`src/rtl/fir_out_drain.sv`:
```
// fir_out_drain: consumer end of the FIR output interface.
// Decimates the wide signed FIR result by DECIM, requantises it to OUT_W bits
// with saturation, and queues the samples in a first-word-fall-through FIFO
// behind a valid/ready port.
// Optional build macro: FIR_DRAIN_ROUND_EN selects round-half-up requantisation;
// when it is undefined the shift truncates toward minus infinity.
//
// Handshake: out_valid is high whenever the FIFO holds a sample and out_data
// then shows the head entry; a sample is popped at the posedge where
// out_valid && out_ready. out_ready while out_valid is low has no effect.
// The input side has no backpressure: in_valid samples are taken every cycle.
module fir_out_drain #(
    parameter int IN_W       = 35,
    parameter int OUT_W      = 16,
    parameter int SHIFT      = 11,
    parameter int DECIM      = 4,
    parameter int FIFO_DEPTH = 8
) (
    input  logic                          clk,
    input  logic                          rest,
    input  logic [IN_W-1:0]               in_data,
    input  logic                          in_valid,
    output logic [OUT_W-1:0]              out_data,
    output logic                          out_valid,
    input  logic                          out_ready,
    output logic [$clog2(FIFO_DEPTH):0]   level,
    output logic                          sat_flag,
    output logic                          ovf_flag
);

    localparam int AW = $clog2(FIFO_DEPTH);
    localparam int PW = (DECIM > 1) ? $clog2(DECIM) : 1;
    localparam logic [PW-1:0] PHASE_LAST = PW'(DECIM - 1);

`ifdef FIR_DRAIN_ROUND_EN
    localparam logic signed [IN_W:0] RND_ADD = (IN_W + 1)'(1) <<< (SHIFT - 1);
`else
    localparam logic signed [IN_W:0] RND_ADD = '0;
`endif
    localparam logic signed [IN_W:0] Q_MAX = (IN_W + 1)'((64'sd1 <<< (OUT_W - 1)) - 64'sd1);
    localparam logic signed [IN_W:0] Q_MIN = (IN_W + 1)'(-(64'sd1 <<< (OUT_W - 1)));

    // Decimation phase and stage-1 pipeline registers
    logic [PW-1:0]    r_phase;
    logic             r_pipe_valid;
    logic [OUT_W-1:0] r_pipe_data;

    // FIFO storage; pointers carry one extra MSB to tell full from empty
    logic [OUT_W-1:0] r_mem [FIFO_DEPTH];
    logic [AW:0]      r_wr_ptr;
    logic [AW:0]      r_rd_ptr;

    logic                    w_keep;
    logic signed [IN_W:0]    w_ext;
    logic signed [IN_W:0]    w_rnd;
    logic signed [IN_W:0]    w_q;
    logic                    w_hi;
    logic                    w_lo;
    logic [OUT_W-1:0]        w_sample;
    logic [AW:0]             w_level;
    logic                    w_full;
    logic                    w_empty;
    logic                    w_pop;
    logic                    w_push;
    logic                    w_drop;

    // One extra bit of headroom so the rounding add can never wrap
    assign w_keep   = in_valid && (r_phase == '0);
    assign w_ext    = {in_data[IN_W-1], in_data};
    assign w_rnd    = w_ext + RND_ADD;
    assign w_q      = w_rnd >>> SHIFT;
    assign w_hi     = (w_q > Q_MAX);
    assign w_lo     = (w_q < Q_MIN);
    assign w_sample = w_hi ? Q_MAX[OUT_W-1:0] :
                      w_lo ? Q_MIN[OUT_W-1:0] : w_q[OUT_W-1:0];

    // A push into a full FIFO still succeeds when the head leaves the same cycle
    assign w_level  = r_wr_ptr - r_rd_ptr;
    assign w_full   = (w_level == (AW + 1)'(FIFO_DEPTH));
    assign w_empty  = (w_level == '0);
    assign w_pop    = !w_empty && out_ready;
    assign w_push   = r_pipe_valid && (!w_full || w_pop);
    assign w_drop   = r_pipe_valid && w_full && !w_pop;

    assign out_valid = !w_empty;
    assign out_data  = out_valid ? r_mem[r_rd_ptr[AW-1:0]] : '0;
    assign level     = w_level;

    // Decimation phase: advances on every valid input, wraps at DECIM-1
    always_ff @(posedge clk) begin
        if (rest) begin
            r_phase <= '0;
        end else if (in_valid) begin
            r_phase <= (r_phase == PHASE_LAST) ? '0 : r_phase + PW'(1);
        end
    end

    // Stage 1: register the requantised kept sample and latch saturation
    always_ff @(posedge clk) begin
        if (rest) begin
            r_pipe_valid <= 1'b0;
            r_pipe_data  <= '0;
            sat_flag     <= 1'b0;
        end else begin
            r_pipe_valid <= w_keep;
            if (w_keep) begin
                r_pipe_data <= w_sample;
                if (w_hi || w_lo) begin
                    sat_flag <= 1'b1;
                end
            end
        end
    end

    // Stage 2: FIFO pointer update and sticky overflow on a dropped sample
    always_ff @(posedge clk) begin
        if (rest) begin
            r_wr_ptr <= '0;
            r_rd_ptr <= '0;
            ovf_flag <= 1'b0;
        end else begin
            if (w_push) begin
                r_wr_ptr <= r_wr_ptr + (AW + 1)'(1);
            end
            if (w_pop) begin
                r_rd_ptr <= r_rd_ptr + (AW + 1)'(1);
            end
            if (w_drop) begin
                ovf_flag <= 1'b1;
            end
        end
    end

    // FIFO storage write; contents need no reset because out_data is gated
    always_ff @(posedge clk) begin
        if (w_push) begin
            r_mem[r_wr_ptr[AW-1:0]] <= r_pipe_data;
        end
    end

endmodule
```
`config.mk`:
```
export PLATFORM = sky130hd
export DESIGN_NAME = fir_out_drain
export DESIGN_NICKNAME = d
export VERILOG_FILES = /design/src/rtl/fir_out_drain.sv
export SDC_FILE = /design/constraint.sdc
export NUM_CORES = 1
export LEC_CHECK = 0
export ABC_AREA = 1
export CAP_MARGIN = 20
export CORE_MARGIN = 2
export CORE_UTILIZATION = 53
export DETAILED_ROUTE_END_ITERATION = 8
export PLACE_DENSITY = 0.71
export SLEW_MARGIN = 20
export SYNTH_ARGS = -nofsm -noshare
export SYNTH_HDL_FRONTEND = slang
export SYNTH_SLANG_ARGS = --single-unit
```
`constraint.sdc`:
```
create_clock -name clk -period 4.8 [get_ports clk]
set_input_delay 0.72 -clock clk [delete_from_list [all_inputs] [get_ports clk]]
set_output_delay 0.72 -clock clk [all_outputs]
set_load 0.01 [all_outputs]
```
==> results.toml <==
[setup_path]
cp_common_cell = "inv_1"
r2r_cells = 10
crit_chain = "inv_1, ha_1, inv_1, fa_1, nor2_1, nand3_1, inv_1, nand3_4, inv_4, nor2_1, clkdlybuf4s50_1"
critPathLaunch = "r_wr_ptr[0]"
r2r_start = "r_wr_ptr[0]"
reg2reg_to = "r_mem[4][9]"
path_class = "flop to primary output"
arrival_ns = 3.16
max_stage_delay_ns = 0.60
rrSetupSlack_ns = 1.82
critPathRequiredTime_ns = 4.08
worstPathMaxFanout = 16
worst_setup_path_start_kind = "flop"
crit_slowest_cell = "dfxtp_1"
critPathCaptureType = "primary output"

[clocking]
path_clk_slew_ns = 0.06
cts.sinks = 160
cts_resized = 0
cts_tree = "built"
htree_levels = 4
hold_buffers = 0
cts_root_buffer = "clkbuf_16"
insertion_delay_ns = 0.42
postCtsSetupRepairBufs = 0
cts_buffers = 17
cts_max_path_buffers = 2

[timing]
hold_viol_final = 0
slew_violations = 0
setup_viol = 0
tightestPinTransition_ns = 1.06
tns_ns = 0
holdWs_ns = 0.456
slew_headroom_pct = 28.9
fmax_mhz = 258
rsz0062_at_grt = "no"
finalCriticalPeriod_ns = 3.88
fin_skew_ns = 0.0105
fin_crit_sh_pct = 80.8

[grt]
grt_antenna_before_repair = 0
grt_pass1_wl_um = 21300
grt_use_total_pct = 20.0
grt_pass1_vias = 4370
grt_overflow_total = 0
grt_start_max_net_pins = 97

[synth]
synth_area_leaders = "edfxtp_1 (56%), dfxtp_1 (9.3%), nand2_1 (8.5%)"
yosysTopAreaCell = "edfxtp_1"
synth_top_area_share_pct = 55.8
syn_avg_cell_area_um2 = 10.6
syn_area_um2 = 6880
ys_seq_elements = 160
synthCells = 649
syn_nets = 696
yosys_warnings = 0
ys_types = 28
ys_seq_area_share_pct = 65.2

[final_layout]
antenna_cells = 0
stdcell_area_um2 = 8150
layout.nets = 745
syn_to_final_growth_pct = 18.5
drive_gt1_share_pct = 7.45
num-fill-cells = 1026

[worst_hold_path]
holdPathEnd = "ovf_flag"
min_from = "ovf_flag"
holdPathStages = 2
hp-class = "flop to flop"

[drt]
drc_errors = 0
via_count = 4476
drtAntennaViolNets = 0
drt_first_pass_iters = 5
avgViaCountPerCell = 5.07
drt_iter0_markers = 275
wl_per_cell_um = 14.9
routed_wl_um = 13100

[run_status]
status = "complete, no violations"

[pwr]
powerDensity_nw_per_um2 = 443
p_leak_nw = 3.15
ir_drop_v = 0.000248
total_power_mw = 3.61

[placement]
hpwl_um = 7720
gp_congestion = 0.834
place_area_um2 = 7540
portBuffers = 50

[floorplan]
die_h_um = 118
dieArea_um2 = 13900
io_pins = 62
die_w_um = 118
rows = 41
fp.coreArea_um2 = 12700
start_util_pct = 54.3

[job]
maxCapViolCount = 0
## layer usage
layer	share of wire, %	global-route usage (%)
met1	45	25.6
met3	5.6	4.46
met5	0	0
met4	1.6	8.06
met2	47	33.1
## cells in the final DEF (no fill, tap or decap), drive strengths merged, types with 19 or more instances in the layout
| cell | count |
|---|---|
| mux2i | 32 |
| inv | 76 |
| clkdlybuf4s50 | 50 |
| edfxtp | 128 |
| o21ai | 33 |
| a21oi | 60 |
| nor2 | 66 |
| dfxtp | 32 |
| nand2 | 159 |
| clkbuf | 24 |
| nand3 | 19 |
## cells in the mapped netlist (all sizes together)
master / instances
a21oi: 60
edfxtp: 128
o21bai: 1
ha: 7
nor2: 66
nor3: 6
xor2: 4
dfxtp: 32
buf: 14
nand2: 159
inv: 72
mux2i: 32
nand3: 19
clkbuf: 14
o21ai: 33
nand3b: 1
fa: 1
## where the power goes
| part | leakage (nW) | internal (mW) | switching (mW) |
|---|---|---|---|
| logic | 1.43 | 0.339 | 0.395 |
| clock network | 0.288 | 0.775 | 0.518 |
| registers | 1.43 | 1.53 | 0.0531 |
| total | 3.15 | 2.65 | 0.966 |
## how the worst max path moves through the flow
stage	slack, ns	to
after detailed placement	1.33	out_data[10]
after CTS	0.86	out_data[10]
after floorplan	1.71	r_mem[4][0]
final	0.92	out_data[10]
after global placement	1.39	out_data[10]
after global routing	0.70	out_data[8]
## worst max-delay path: cells and delay by family (launching register included)
| family | cells | cell delay (ns) |
|---|---|---|
| adder cells (fa/ha/maj) | 2 | 0.66 |
| buffers and inverters | 5 | 1.01 |
| AND/OR/NAND/NOR | 4 | 0.47 |
| flip-flops | 1 | 0.60 |
## per-stage QoR
stage / instances / worst slack (ns) / utilization [%]
final: 883 / 0.923 / 64.3
after detailed placement: 850 / 1.33 / 59.5
after floorplan: 649 / 1.71 / -
after global routing: 883 / 0.696 / 64.3
after global placement: 850 / 1.39 / 59.5
after CTS: 882 / 0.860 / 64.1
## kinds of logic (layout without fill, tap and decap cells)
family | after synthesis | after routing | synth area share, %
compound gates | 94 | 94 | 7.09
xor+xnor | 4 | 4 | 0.509
fa+ha+maj | 8 | 8 | 1.56
buf+inv | 100 | 162 | 6.18
flops | 160 | 160 | 65.2
mux | 32 | 32 | 4.65
simple gates | 251 | 251 | 14.9
## sequential cells by signal, summed over array words and instances, names as in the netlist, named ones only
name / cells
sat_flag: 1
r_wr_ptr: 4
ovf_flag: 1
r_phase: 2
r_pipe_data: 16
r_rd_ptr: 4
r_pipe_valid: 1
r_mem: 128
## final cells by class
type | instances | area, µm² | area share (%)
Timing Repair Buffer | 58 | 581 | 7.12
Tap cell | 172 | 215 | 2.64
Multi-Input combinational cell | 389 | 2010 | 24.6
Clock inverter | 8 | 63.8 | 0.783
Inverter | 72 | 273 | 3.35
Sequential cell | 160 | 4490 | 55.0
Clock buffer | 24 | 526 | 6.45
Note: power is estimated with default switching activity, not from simulation.
